[src/rtl/seg_decode_rx_pkg.sv]
// Shared seven-segment constants, FSM state type and pattern decode lookup.
// Used by both the segment encoder and the receive-side decoder.
package seg_pkg;

    localparam logic [7:0] SEG_F     = 8'b10001110;
    localparam logic [7:0] SEG_1     = 8'b11111001;
    localparam logic [7:0] SEG_2     = 8'b10100100;
    localparam logic [7:0] SEG_3     = 8'b10110000;
    localparam logic [7:0] SEG_H     = 8'b10001001;
    localparam logic [7:0] SEG_BLANK = 8'hFF;

    localparam logic [2:0] CODE_F = 3'b000;
    localparam logic [2:0] CODE_1 = 3'b001;
    localparam logic [2:0] CODE_2 = 3'b010;
    localparam logic [2:0] CODE_3 = 3'b011;
    localparam logic [2:0] CODE_H = 3'b111;

    typedef enum logic [1:0] {IDLE, SETTLE, LOCKED} seg_state_e;

    typedef enum logic [1:0] {SYM_LEGAL, SYM_BLANK, SYM_INVALID} seg_kind_e;

    typedef struct packed {
        seg_kind_e  kind;
        logic [2:0] code;
    } seg_dec_t;

    function automatic seg_dec_t seg_decode(input logic [7:0] pat);
        seg_dec_t r;
        r.kind = SYM_LEGAL;
        r.code = CODE_F;
        case (pat)
            SEG_F:     r.code = CODE_F;
            SEG_1:     r.code = CODE_1;
            SEG_2:     r.code = CODE_2;
            SEG_3:     r.code = CODE_3;
            SEG_H:     r.code = CODE_H;
            SEG_BLANK: r.kind = SYM_BLANK;
            default:   r.kind = SYM_INVALID;
        endcase
        return r;
    endfunction

endpackage

[src/rtl/seg_decode_rx_if.sv]
// Valid/ready symbol stream from the segment decoder to its consumer.
interface seg_decode_rx_if;
    logic [2:0] data;
    logic       data_valid;
    logic       data_ready;

    modport master (output data, output data_valid, input data_ready);
    modport slave  (input data, input data_valid, output data_ready);
endinterface

[src/rtl/seg_decode_rx_sync.sv]
// Two-flop synchronizer for a bus of independent bits; resets to all ones
// so an idle (blank) active-low display reads as blank through reset.
module seg_sync #(
    parameter int unsigned WIDTH = 8
) (
    input  logic             clk,
    input  logic             rst_n,
    input  logic [WIDTH-1:0] i_d,
    output logic [WIDTH-1:0] o_q
);

    logic [WIDTH-1:0] r_meta;
    logic [WIDTH-1:0] r_sync;

    always_ff @(posedge clk or negedge rst_n) begin
        if (!rst_n) begin
            r_meta <= '1;
            r_sync <= '1;
        end else begin
            r_meta <= i_d;
            r_sync <= r_meta;
        end
    end

    assign o_q = r_sync;

endmodule

[src/rtl/seg_decode_rx.sv]
// Seven-segment receive decoder: synchronize, debounce to a stable pattern,
// decode to a symbol code and hand each newly settled symbol to a consumer.
module seg_decode_rx
    import seg_pkg::*;
#(
    parameter int unsigned STABLE_CYCLES = 4
) (
    input  logic                  clk,
    input  logic                  rst_n,
    input  logic [7:0]            display,
    seg_decode_rx_if.master       bus,
    output logic                  err,
    output logic [7:0]            err_cnt,
    output logic                  ovf
);

    localparam int unsigned    CntW    = $clog2(STABLE_CYCLES + 1);
    localparam logic [CntW-1:0] CntOne  = CntW'(1);
    localparam logic [CntW-1:0] CntLast = CntW'(STABLE_CYCLES - 1);

    logic [7:0]      w_samp;
    seg_state_e      r_state, w_state_nx;
    logic [7:0]      r_cand, w_cand_nx;
    logic [CntW-1:0] r_cnt, w_cnt_nx;
    logic [7:0]      r_locked, w_locked_nx;
    logic            w_accept;
    logic [7:0]      w_acc_pat;
    seg_dec_t        w_dec;
    logic            w_new;
    logic            w_load;
    logic            w_bad;
    logic            w_xfer;

    logic [2:0]      r_data;
    logic            r_valid;
    logic            r_err;
    logic [7:0]      r_err_cnt;
    logic            r_ovf;

    seg_sync #(
        .WIDTH (8)
    ) u_sync (
        .clk   (clk),
        .rst_n (rst_n),
        .i_d   (display),
        .o_q   (w_samp)
    );

    always_ff @(posedge clk or negedge rst_n) begin
        if (!rst_n) begin
            r_state  <= IDLE;
            r_cand   <= SEG_BLANK;
            r_cnt    <= '0;
            r_locked <= SEG_BLANK;
        end else begin
            r_state  <= w_state_nx;
            r_cand   <= w_cand_nx;
            r_cnt    <= w_cnt_nx;
            r_locked <= w_locked_nx;
        end
    end

    always_comb begin
        w_state_nx = r_state;
        w_cand_nx  = r_cand;
        w_cnt_nx   = r_cnt;
        w_accept   = 1'b0;
        w_acc_pat  = r_cand;
        unique case (r_state)
            IDLE: begin
                w_cand_nx = w_samp;
                w_cnt_nx  = CntOne;
                // A single-cycle stability window accepts the very first sample.
                if (STABLE_CYCLES == 1) begin
                    w_accept   = 1'b1;
                    w_acc_pat  = w_samp;
                    w_state_nx = LOCKED;
                end else begin
                    w_state_nx = SETTLE;
                end
            end
            SETTLE: begin
                if (w_samp != r_cand) begin
                    w_cand_nx = w_samp;
                    w_cnt_nx  = CntOne;
                end else if (r_cnt < CntLast) begin
                    w_cnt_nx = r_cnt + CntOne;
                end else begin
                    w_accept   = 1'b1;
                    w_state_nx = LOCKED;
                end
            end
            LOCKED: begin
                if (w_samp != r_locked) begin
                    w_cand_nx  = w_samp;
                    w_cnt_nx   = CntOne;
                    w_state_nx = SETTLE;
                end
            end
            default: w_state_nx = IDLE;
        endcase
    end

    // Only a change of the locked pattern produces output or an error.
    assign w_dec       = seg_decode(w_acc_pat);
    assign w_new       = w_accept && (w_acc_pat != r_locked);
    assign w_load      = w_new && (w_dec.kind == SYM_LEGAL);
    assign w_bad       = w_new && (w_dec.kind == SYM_INVALID);
    assign w_locked_nx = w_accept ? w_acc_pat : r_locked;
    assign w_xfer      = r_valid && bus.data_ready;

    always_ff @(posedge clk or negedge rst_n) begin
        if (!rst_n) begin
            r_data    <= '0;
            r_valid   <= 1'b0;
            r_err     <= 1'b0;
            r_err_cnt <= '0;
            r_ovf     <= 1'b0;
        end else begin
            r_err <= w_bad;
            if (w_bad && (r_err_cnt != 8'hFF)) begin
                r_err_cnt <= r_err_cnt + 8'd1;
            end
            if (w_load) begin
                // Full and not draining: keep the held symbol, drop the new one.
                if (r_valid && !bus.data_ready) begin
                    r_ovf <= 1'b1;
                end else begin
                    r_data  <= w_dec.code;
                    r_valid <= 1'b1;
                end
            end else if (w_xfer) begin
                r_valid <= 1'b0;
            end
        end
    end

    assign bus.data       = r_data;
    assign bus.data_valid = r_valid;
    assign err            = r_err;
    assign err_cnt        = r_err_cnt;
    assign ovf            = r_ovf;

endmodule

[src/flat_wrapper.sv]
// flat-port wrapper written by rule: the top's interface ports become plain ports
module seg_decode_rx_flat import seg_pkg::*;
#(
    parameter int unsigned STABLE_CYCLES = 4
)
  (clk, rst_n, display, err, err_cnt, ovf, bus_data, bus_data_valid, bus_data_ready);
  seg_decode_rx_if bus_i ();
  input  logic clk;
  input  logic rst_n;
  input  logic [7:0] display;
  output logic err;
  output logic [7:0] err_cnt;
  output logic ovf;
  output wire logic [$bits(bus_i.data)-1:0] bus_data;
  output wire logic [$bits(bus_i.data_valid)-1:0] bus_data_valid;
  input wire logic [$bits(bus_i.data_ready)-1:0] bus_data_ready;
  assign bus_data = bus_i.data;
  assign bus_data_valid = bus_i.data_valid;
  assign bus_i.data_ready = bus_data_ready;
  seg_decode_rx #(.STABLE_CYCLES(STABLE_CYCLES)) u_core (.clk(clk), .rst_n(rst_n), .display(display), .bus(bus_i), .err(err), .err_cnt(err_cnt), .ovf(ovf));
endmodule
[config.mk]
export PLATFORM = sky130hd
export DESIGN_NAME = seg_decode_rx_flat
export DESIGN_NICKNAME = d
export VERILOG_FILES = /design/src/rtl/seg_decode_rx_pkg.sv /design/src/rtl/seg_decode_rx_if.sv /design/src/rtl/seg_decode_rx_sync.sv /design/src/rtl/seg_decode_rx.sv /design/src/flat_wrapper.sv
export SDC_FILE = /design/constraint.sdc
export NUM_CORES = 1
export LEC_CHECK = 0
export ABC_AREA = 1
export CORE_ASPECT_RATIO = 0.7
export CORE_MARGIN = 3
export CORE_UTILIZATION = 60
export DETAILED_ROUTE_END_ITERATION = 10
export PLACE_DENSITY_LB_ADDON = 0.2
export SLEW_MARGIN = 10
export SYNTH_ARGS = -nofsm -noshare
export SYNTH_HDL_FRONTEND = slang
export SYNTH_SLANG_ARGS = --single-unit
[constraint.sdc]
create_clock -name clk -period 2.8 [get_ports clk]
set_input_delay 0.7 -clock clk [delete_from_list [all_inputs] [get_ports clk]]
set_output_delay 0.7 -clock clk [all_outputs]
set_load 0.005 [all_outputs]
# After elaboration in Yosys (flattened, before gate mapping)
# Index checks and enable logic that the tools add are counted.
# word_totals
register_bits	51
inputBits	11
out_inout_bits	14
elab_cells	71
# op_classes
add_sub_neg	2
order_cmp	1
eq_ne	19
mux	19
n_bitwise	1
n_reduce_logical	18
# op_table
cell	count
$eq 8x8->1 const B	6
$ne 8x8->1	3
$pmux 8 s3	1
$mux 8	2
$pmux 3 s4	1
$mux 3	3
$pmux 3 s3	1
$reduce_and 3->1	3
$add 8x1->8 const B	1
$ne 8x8->1 const B	1
$logic_and 1x1->1	6
$mux 1	6
$mux 2	3
$ne 2x2->1 const B	3
$pmux 2 s3	1
$reduce_and 2->1	3
$reduce_or 5->1	1
$eq 2x2->1 const B	2
$logic_not 2->1	2
$ne 2x1->1 const B	2
$pmux 2 s2	1
$add 3x1->3 const B	1
$lt 3x2->1 const B	1
$ne 3x1->1 const B	1
5 further kinds	5

# Depth between registers and ports, before layout
# logic_depth
word_depth	8
depth_mapped	12

# Hierarchy
# Synthesis repeated with hierarchy kept, for this count alone.
# unflattened
hier_cells	331
hier_area_um2	2636.3
# by_module_without_submodules
module	n_inst	cells_per_inst	area_per_inst_um2	seq_area_each_um2
seg_decode_rx	1	315	2215.9	895.9
seg_sync	1	16	420.4	420.4

# Worst setup path after synthesis
# Ideal clock, no wire load.
# synth_timing
path_kind	register to register
from	register u_core.r_cand[3]
to	register u_core.r_err_cnt[0], in the netlist u_core.err_cnt[0]
setup_ns	0.067
arrival_ns	1.645
required_ns	2.733
path_slack_ns	1.088
stages_incl_launch_ff	13
path_buffers	2
path_cell_list	dfstp_2 buf_2 inv_2 nand2_1 nand2_1 nor2_1 nand2_1 nor2_4 nand3_4 nor2_4 buf_6 nand4_1 nand2_1
# synth_via
elab_chain_cells	6
elab_cells_between_ends	16
cone_classes	eq/ne (9); mux (3); reduce/logical (4)
# synth_rtl
element	line_no	source
from (decl)	seg_decode_rx.sv:23	logic [7:0] r_cand, w_cand_nx;
from (signal assigned)	seg_decode_rx.sv:57	r_cand <= w_cand_nx;
$eq 8x8->1 or $ne 8x8->1 (tied branches)	seg_decode_rx_pkg.sv:31, seg_decode_rx.sv:83	
$reduce_or 5->1 (no source line) or $mux 1 (tied branches)	n/a	
$pmux 2 s2 or $mux 1 (tied branches)	seg_decode_rx_pkg.sv:31, seg_decode_rx.sv:69	
$eq 2x2->1 or $logic_and 1x1->1 (tied branches)	seg_decode_rx.sv:108, seg_decode_rx.sv:106	
$logic_and 1x1->1 *	seg_decode_rx.sv:108	assign w_bad = w_new && (w_dec.kind == SYM_INVALID);
$logic_and 1x1->1 *	seg_decode_rx.sv:121	if (w_bad && (r_err_cnt != 8'hFF)) begin
to (signal assigned)	seg_decode_rx.sv:122	r_err_cnt <= r_err_cnt + 8'd1;
to (decl)	seg_decode_rx.sv:37	logic [7:0] r_err_cnt;
# Every way passes the cells marked *; elsewhere a longest branch is shown, timed or not.
# A chain may end at the register's enable or synchronous reset.

# Worst setup path in the final report
# layout_timing
from	register u_core.r_cand[3]
to	register u_core.r_data[0], in the netlist u_core.bus.data[0]
# layout_via
elab_chain_cells	6
elab_cells_between_ends	17
cone_classes	eq/ne (8); mux (4); reduce/logical (5)
# layout_rtl
element	line_no	source
$eq 8x8->1 or $ne 8x8->1 (tied branches)	seg_decode_rx_pkg.sv:31, seg_decode_rx.sv:83	
$reduce_or 5->1 (no source line) or $mux 1 (tied branches)	n/a	
$pmux 2 s2 or $mux 1 (tied branches)	seg_decode_rx_pkg.sv:31, seg_decode_rx.sv:69	
$logic_not 2->1 or $logic_and 1x1->1 (tied branches)	seg_decode_rx.sv:107, seg_decode_rx.sv:106	
$logic_and 1x1->1	seg_decode_rx.sv:107	assign w_load = w_new && (w_dec.kind == SYM_LEGAL);
$reduce_and 2->1 (no source line)	n/a	
to (signal assigned)	seg_decode_rx.sv:129	r_data <= w_dec.code;
to (decl)	seg_decode_rx.sv:34	logic [2:0] r_data;
# Several ways; a longest one is shown, not always the timed one.

==> summary.txt <==
Outcome
  • Status: finished, final reports clean

Synth
  • Syn_area_per_cell: 8.763 sq um
  • Synth Instances: 282
  • Number of synthesized register bits: 51
  • Post-synthesis sequential area ratio: 53.27%
  • Synth warn: 0
  • Post-synth cell types: 26
  • Asr flop ratio synth: 100.0%
  • Synth Net Count: 295
  • Post-synth EDFFs: 0
  • Mapped Area: 0.002471 sq mm
  • Prevailing post-synth register cell: dfstp_2

Setup path
  • R2r startpoint: u_core.r_cand[3]$_DFFE_PN1P_
  • RR Endpoint: u_core.bus.data[0]$_DFFE_PN0P_
  • Crit-path max FO: 19
  • R2R depth: 11
  • Crit path to: u_core.bus.data[0]$_DFFE_PN0P_
  • Crit path DAT: 2.41 ns
  • Worst setup startpoint: u_core.r_cand[3]$_DFFE_PN1P_
  • WS Path Type: flip-flop to flip-flop
  • Required @ worst endpoint: 3.00 ns
  • FF-to-FF setup slack: 0.59 ns
  • Worst Setup Start Kind: flip-flop
  • Critical path endpoint category: flip-flop

STA
  • RSZ-0062 raised after global routing: no
  • Tcrit/Tclk final: 78.97%
  • Max Freq: 452.2 MHz
  • Max Clock Skew: 0.01127 ns
  • Final Hold Fails: 0
  • Max-slew headroom: 58.80%
  • Worst Tran Pin Value: 0.6179 ns
  • Max-slew violation count: 0
  • Setup TNS: 0 ns
  • Final Critical Period: 2.211 ns
  • Minimum hold slack: 0.3605 ns
  • Setup-failing EPs final: 0

Placement
  • GPL Wtd Cong: 0.9254
  • Final HPWL DP: 3.481 mm
  • DP Area: 0.002736 sq mm
  • Placed cell count: 351
  • # port buffers: 24

Floorplanning
  • # IOs: 25
  • Initial Utilization: 66.10%
  • Chip Height: 59.70 microns
  • Site Rows: 18
  • Chip Width: 82.71 microns
  • Die area: 0.004937 sq mm
  • Core box area: 0.003739 sq mm

Clock network
  • Setup bufs post-CTS: 0
  • CTS HTree Levels: 2
  • Clock transition at the registers of the reported paths: 0.10 ns
  • Root Driver: clkbuf_8
  • CTS Hold Bufs: 0
  • Total CTS buffers: 5
  • Clk buf depth: 2
  • CTS tree: built
  • Skew-Pair Late Insertion Delay: 0.31 ns
  • Sink Count: 51
  • CTS resizes: 0

Layout
  • FILL cells: 278
  • Proportion of layout cells with a drive suffix above 1: 17.80%
  • Fin area: 0.002824 sq mm
  • Area occupied by multi-input gates: 0.001006 sq mm
  • Area Growth Syn to Fin: 14.28%
  • Non-Filler Instances: 359
  • ANT cells: 0
  • Sequential standard cell area: 0.001316 sq mm
  • Final #Nets: 321

Routing
  • Final ANT Viol Nets: 0
  • Avg WL per Cell: 13.37 microns
  • Final WL: 4.801 mm
  • Drt first pass iters: 5
  • Vias: 1900
  • DRT iter0 DRCs: 151
  • Via-to-Cell Ratio: 5.292
  • Drc violations: 0

GRT
  • Grt ovf: 0
  • Largest net degree at the start of global routing: 52
  • Vias in the first global route: 1726
  • Antenna violations before repair: 0
  • All-Layer GR Usage: 22.08%
  • First-pass GRT wire length: 8.107 mm

Power and ir drop
  • Tot Pwr: 0.001309 W
  • Worst VDD drop: 0.0003637 V
  • Leakage: 1.343 nW
  • Pwr Density: 463.4 mW/mm^2

Job
  • MaxCap Viol Count: 0

Hold path
  • Hold/Removal Path Class: flip-flop to flip-flop
## synthesized netlist by cell type (all sizes together), types with 2 or more instances
cell	number	area share, %
xnor2	6	2.1
o21ai	20	4.1
or2	3	0.76
dfstp	32	34
a21oi	3	0.61
nor3	6	1.7
nor2	18	3.3
xor2	11	3.9
inv	29	4.4
nand4	16	4.1
nand3	12	3.4
o211ai	2	0.61
dfrtp	19	19
buf	5	1.5
nand2	94	14
ha	2	1.0
## critical path, cell delays in order (launching register included)
cell	delay, ns
dfstp_2	0.62
inv_2	0.05
nand2_1	0.05
nand2_1	0.05
nor2_1	0.14
nand2_1	0.11
nor2_4	0.13
nand3_4	0.20
nor2_4	0.35
nand3_1	0.21
nand2_1	0.12
nand2_1	0.06
## cell families (layout without fill, tap and decap cells)
logic type | after synthesis | in the layout | share of synthesized area [%]
adder cells (fa/ha/maj) | 2 | 2 | 1.012
AO/OA/AOI/OAI | 27 | 27 | 5.873
flip-flops | 51 | 51 | 53.27
AND/OR/NAND/NOR | 150 | 150 | 27.80
XOR/XNOR | 17 | 17 | 6.025
buffers and inverters | 35 | 62 | 6.025
## state kept, by name (all words and copies together), names as in the netlist
| register | cells |
|---|---|
| u_core.r_locked | 8 |
| u_core.err | 1 |
| u_core.u_sync.o_q | 8 |
| u_core.r_cnt | 3 |
| u_core.u_sync.r_meta | 8 |
| u_core.ovf | 1 |
| u_core.err_cnt | 8 |
| u_core.r_cand | 8 |
| u_core.r_state | 2 |
| u_core.bus.data | 3 |
| u_core.bus.data_valid | 1 |
## worst min-delay path by stage
| stage | startpoint | to | slack [ns] | depth (start not counted) |
|---|---|---|---|---|
| global placement | u_core.u_sync.r_meta[3]$_DFF_PN1_ | u_core.u_sync.o_q[3]$_DFF_PN1_ | 0.35 | 0 |
| floorplan | u_core.u_sync.r_meta[0]$_DFF_PN1_ | u_core.u_sync.o_q[0]$_DFF_PN1_ | 0.35 | 0 |
| CTS | u_core.u_sync.r_meta[5]$_DFF_PN1_ | u_core.u_sync.o_q[5]$_DFF_PN1_ | 0.36 | 0 |
| detailed placement | u_core.u_sync.r_meta[5]$_DFF_PN1_ | u_core.u_sync.o_q[5]$_DFF_PN1_ | 0.35 | 0 |
| finish | u_core.u_sync.r_meta[3]$_DFF_PN1_ | u_core.u_sync.o_q[3]$_DFF_PN1_ | 0.36 | 0 |
| global route | u_core.u_sync.r_meta[7]$_DFF_PN1_ | u_core.u_sync.o_q[7]$_DFF_PN1_ | 0.36 | 0 |
## report_power, final
group | leakage [nW] | switching [W] | internal [W]
clock network | 0.0461 | 0.000247 | 0.000181
logic | 0.707 | 0.0000505 | 0.0000350
registers | 0.590 | 0.0000230 | 0.000773
## through the flow
stage	util [%]	setup slack, ns
after CTS	75.54	0.5997
after global routing	75.54	0.3901
after detailed placement	73.19	0.6522
after global placement	73.19	0.7187
final	75.54	0.5887
after floorplan	-	1.088
## area by class of cell
cell class	instances	share of cell area [%]
inverter	29	3.855
clock buffer	6	2.570
multi-input combinational	196	35.62
tap	50	2.215
sequential	51	46.61
timing repair buffer	25	8.595
clock inverter	2	0.5317
## routing by layer
metal | GRT usage, % | routed length [microns]
met3 | 4.970 | 222
met1 | 34.46 | 2470
met2 | 30.48 | 2051
met5 | 0 | 0
met4 | 6.993 | 56
## layout by cell type, fill, tap and decap left out, types with 10 or more instances in the layout
master,netlist,layout
clkdlybuf4s50_1,0,23
dfrtp_1,19,19
dfstp_2,32,32
inv_1,23,23
nand2_1,94,94
nand3_1,10,10
nand4_1,16,16
nor2_1,16,16
o21ai_0,20,20
xor2_1,11,11
Power figures use the tool's default switching activity.
==> RTL change 1: new RTL, same flow settings <==
The 3 states of `seg_state_e` get a one-hot encoding in 3 bits.
--- a/src/rtl/seg_decode_rx_pkg.sv
+++ b/src/rtl/seg_decode_rx_pkg.sv
@@ -15,7 +15,7 @@
     localparam logic [2:0] CODE_3 = 3'b011;
     localparam logic [2:0] CODE_H = 3'b111;
 
-    typedef enum logic [1:0] {IDLE, SETTLE, LOCKED} seg_state_e;
+    typedef enum logic [2:0] {IDLE = 3'b001, SETTLE = 3'b010, LOCKED = 3'b100} seg_state_e;
 
     typedef enum logic [1:0] {SYM_LEGAL, SYM_BLANK, SYM_INVALID} seg_kind_e;
 
Function: no difference found for any inputs over 10 cycles, from zero or initial values and one cycle with rst_n low; not proved beyond that.
==> RTL change 1 against the original RTL <==
  * Global-route usage is 0.15 points lower
  * Critical endpoint is now u_core.r_cand[4]
  * Setup slack better by 0.041 ns
  * Sequential cell count is 1 higher
  * Area after synthesis is 5.4% higher
  * Core utilization is 1.9 points lower
  * Highest routed layer unchanged
  * Final area is 5.3% higher
  * Maximum frequency is 1.9% higher
  * Wire length is 10% higher
  * Worst hold slack worse by 0.0012 ns
Power is not compared: it rests on default switching activity, and its combinational part moved more than twofold at a synthesized area within 25%.
==> RTL change 1: results (changes against the original RTL) <==
metric;value;unit;change
nets;349;;+8.7%
track_usage;0.219;;-0.00146
cp_max_fo;8;;-11
synthAdderAreaFrac;0.00961;;-0.000520
crit_path_max_incr_delay;0.56;ns;-0.06 ns
num-fill-cells;326;;+17%
hold_path_end;u_core.u_sync.o_q[0];;
synth_fp_nets;322;;+9.2%
grt_pass1_wl;8730;um;+7.7%
status;completed;;
synthXorXnorAreaFrac;0.0639;;+0.00363
hold_start;u_core.u_sync.r_meta[0];;
vias;2071;;+9.0%
htreeDepth;2;;unchanged
first_pass_iters;4;;-1
r2r-end;u_core.r_cand[4];;
synthTopCellsByCount;nand2_1, dfstp_2, nor2_1;;
synth_compound_area_frac;0.0331;;-0.0256
routed_wl;5290;um;+10%
dp.final_hpwl;3920;um;+13%
gp_congestion;0.913;;-1.4%
antenna_cells;0;;unchanged
hold_slack;0.359;ns;-0.00120 ns
reg2reg_slack;0.63;ns;+0.04 ns
synthDistinctLibCells;30;;+15%
drt_iter0_drc;204;;+35%
rr_startpoint;u_core.u_sync.o_q[7];;
drive_gt1_frac;0.181;;+0.00302
yosysSeqAreaShare;0.515;;-0.0173
finClkSkew;0.00428;ns;-0.00700 ns
postCtsResizedCells;0;;unchanged
rr_worst_depth;10;;-1
[RTL change 1: worst max-delay path by stage]
stage / from / cells past startpoint / end
2_1_floorplan: u_core.r_cand[3] / 12 / u_core.err_cnt[2]
3_3_place_gp: u_core.r_cand[1] / 11 / u_core.err_cnt[3]
3_5_place_dp: u_core.u_sync.o_q[7] / 10 / u_core.r_cand[4]
4_1_cts: u_core.u_sync.o_q[7] / 10 / u_core.r_cand[4]
5_1_grt: u_core.u_sync.o_q[7] / 10 / u_core.r_cand[4]
6_report: u_core.u_sync.o_q[7] / 10 / u_core.r_cand[4]
[RTL change 1: stage by stage]
stage / instances / setup WS (ns) / power [W] / instance area (um^2)
6_report: 389 / 0.630 / 0.00207 / 2970
5_1_grt: 389 / 0.458 / 0.00221 / 2970
4_1_cts: 389 / 0.675 / 0.00208 / 2970
3_5_place_dp: 381 / 0.701 / 0.00165 / 2890
3_3_place_gp: 381 / 0.762 / 0.00162 / 2890
2_1_floorplan: 309 / 1.08 / 0.00149 / 2610
[RTL change 1: metal layers]
layer,wire length (um),share of wire,track usage
met5,0,0,0
met3,409,0.077,0.0561
met1,2580,0.49,0.317
met4,55,0.010,0.0790
met2,2250,0.43,0.326
[RTL change 1: layout make-up]
cell class,count,area (um^2),area share
timing repair buffer,28,265,0.0892
multi-input combinational,220,1100,0.371
sequential,52,1340,0.451
inverter,29,109,0.0366
tap,52,65.1,0.0219
clock buffer,6,72.6,0.0244
clock inverter,2,15.0,0.00505
[RTL change 1: report_power, final]
part,total [W],internal (W),switching [W]
registers,0.00106,0.000910,0.000152
clock network,0.000424,0.000179,0.000245
logic,0.000586,0.000211,0.000375
total,0.00207,0.00130,0.000773
==> RTL change 2: new RTL, same flow settings <==
Without the edit above. `STABLE_CYCLES` is set to 4 in 2 places; all go to 8.
--- a/src/rtl/seg_decode_rx.sv
+++ b/src/rtl/seg_decode_rx.sv
@@ -3,7 +3,7 @@
 module seg_decode_rx
     import seg_pkg::*;
 #(
-    parameter int unsigned STABLE_CYCLES = 4
+    parameter int unsigned STABLE_CYCLES = 8
 ) (
     input  logic                  clk,
     input  logic                  rst_n,
--- a/src/flat_wrapper.sv
+++ b/src/flat_wrapper.sv
@@ -1,7 +1,7 @@
 // flat-port wrapper written by rule: the top's interface ports become plain ports
 module seg_decode_rx_flat import seg_pkg::*;
 #(
-    parameter int unsigned STABLE_CYCLES = 4
+    parameter int unsigned STABLE_CYCLES = 8
 )
   (clk, rst_n, display, err, err_cnt, ovf, bus_data, bus_data_valid, bus_data_ready);
   seg_decode_rx_if bus_i ();
Check against the original RTL: not equivalent (Yosys sat finds a counterexample within 10 cycles, from zero or initial values and one cycle with rst_n low).
==> RTL change 2 against the original RTL <==
  * Area after synthesis up 2.1%
  * Clock power up 27%
  * Final area up 3.3%
  * Sequential share of layout area down 0.62 points
  * Largest power group unchanged
  * Setup slack worse by 0.011 ns
  * Wire length up 1.2%
  * Power up 12%
  * Largest cell class unchanged
  * Die area up 1.9%
  * Critical path depth unchanged
  * Sequential cell count up 1
  * Non-clock buffer count up 1
  * Maximum frequency down 0.51%
==> RTL change 2: results (changes against the original RTL) <==
metric;value;unit;change
grt_pass1_vias;1694;;-1.9%
gp_congestion;0.844;;-8.8%
hold_slack;0.358;ns;-0.00213 ns
drt-met1-wl;2470;um;about the same
rr_worst_depth;11;;unchanged
grt_max_degree;26;;-50%
yosysSeqAreaShare;0.532;;-0.000912
max-slew-margin-rel;0.604;;+0.0159
num-fill-cells;277;;-0.36%
netlist_top_cells_area;dfstp_2, dfrtp_1, nand2_1;;
vias;1956;;+2.9%
dp.final_hpwl;3570;um;+2.6%
reg2reg_slack;0.58;ns;
drive_gt1_frac;0.174;;-0.00449
cp.arrival;2.43;ns;+0.02 ns
avgSynthCellArea;8.70;um^2;-0.74%
finClkSkew;0.0121;ns;+0.000787 ns
cts_root_buf;clkbuf_8;;
nets;329;;+2.5%
hold_path_class;primary input to async pin;;
p_leak;1.40;nW;+4.2%
routed_wl;4860;um;+1.2%
status;completed;;
grt_pass1_wl;8160;um;+0.59%
clockBufferDepth;2;;unchanged
track_usage;0.211;;-0.00946
r2r-end;u_core.err_cnt[0];;
synth_fp_nets;303;;+2.7%
cp_max_fo;18;;-1
route.met2.wl;2090;um;+1.9%
synthTopCellsByCount;nand2_1, dfstp_2, inv_1;;
ir_drop;0.000449;V;+23%
dr_wl_met3;223;um;+0.45%
synthDistinctLibCells;27;;+3.8%
port_buffers;24;;unchanged
cts_setup_buffers;0;;unchanged
vias_per_cell;5.30;;+0.16%
place_inst;361;;+2.8%
postCtsResizedCells;0;;unchanged
drt_iter0_drc;111;;-26%
RTL change 2: area by class of cell:
type / count / share of cell area
Sequential cell: 52 / 0.460
Clock inverter: 2 / 0.0133
Multi-Input combinational cell: 199 / 0.349
Inverter: 32 / 0.0412
Tap cell: 52 / 0.0223
Timing Repair Buffer: 26 / 0.0858
Clock buffer: 6 / 0.0283
RTL change 2: worst max-delay path by stage:
| stage | depth (start not counted) | from | to |
|---|---|---|---|
| after global routing | 11 | u_core.r_cand[3] | u_core.err_cnt[6] |
| after floorplan | 12 | u_core.r_cand[3] | u_core.err_cnt[2] |
| after CTS | 11 | u_core.r_cand[3] | u_core.err_cnt[0] |
| after detailed placement | 11 | u_core.r_cand[3] | u_core.err_cnt[0] |
| after global placement | 11 | u_core.r_cand[3] | u_core.err_cnt[4] |
| final | 11 | u_core.r_cand[3] | u_core.err_cnt[0] |
RTL change 2: metal layers:
layer	global-route usage	up-vias
met5	0	-
met4	0.0826	0
met3	0.0427	6
met2	0.306	47
met1	0.315	928
li1	-	975
RTL change 2: cell families after synthesis:
| group | Yosys count | share of synthesized area |
|---|---|---|
| flops | 52 | 0.532 |
| xor+xnor | 19 | 0.0660 |
| compound gates | 23 | 0.0471 |
| simple gates | 155 | 0.281 |
| buf+inv | 39 | 0.0645 |
| fa+ha+maj | 2 | 0.00992 |
RTL change 2: power by group:
part | internal (W) | switching, W
registers | 0.000792 | 0.0000281
logic | 0.0000419 | 0.0000583
clock network | 0.000292 | 0.000249
total | 0.00113 | 0.000335
RTL change 2: worst max-delay path, stage by stage, from the launching register on:
cell	delay (ns)
dfstp_2	0.62
inv_1	0.10
nand2_1	0.06
nand2_1	0.05
nor2_1	0.12
nand2_1	0.10
nor2_4	0.13
nand3_4	0.19
nor2_4	0.33
nand3_2	0.24
nand2_1	0.13
nand2_1	0.06
RTL change 2: stage by stage:
stage | total power, W | setup WS (ns) | area, um^2
after floorplan | 0.000886 | 1.06 | 2520
after global placement | 0.000930 | 0.657 | 2800
after detailed placement | 0.000933 | 0.575 | 2800
after CTS | 0.00147 | 0.572 | 2920
after global routing | 0.00153 | 0.347 | 2920
final | 0.00146 | 0.577 | 2920
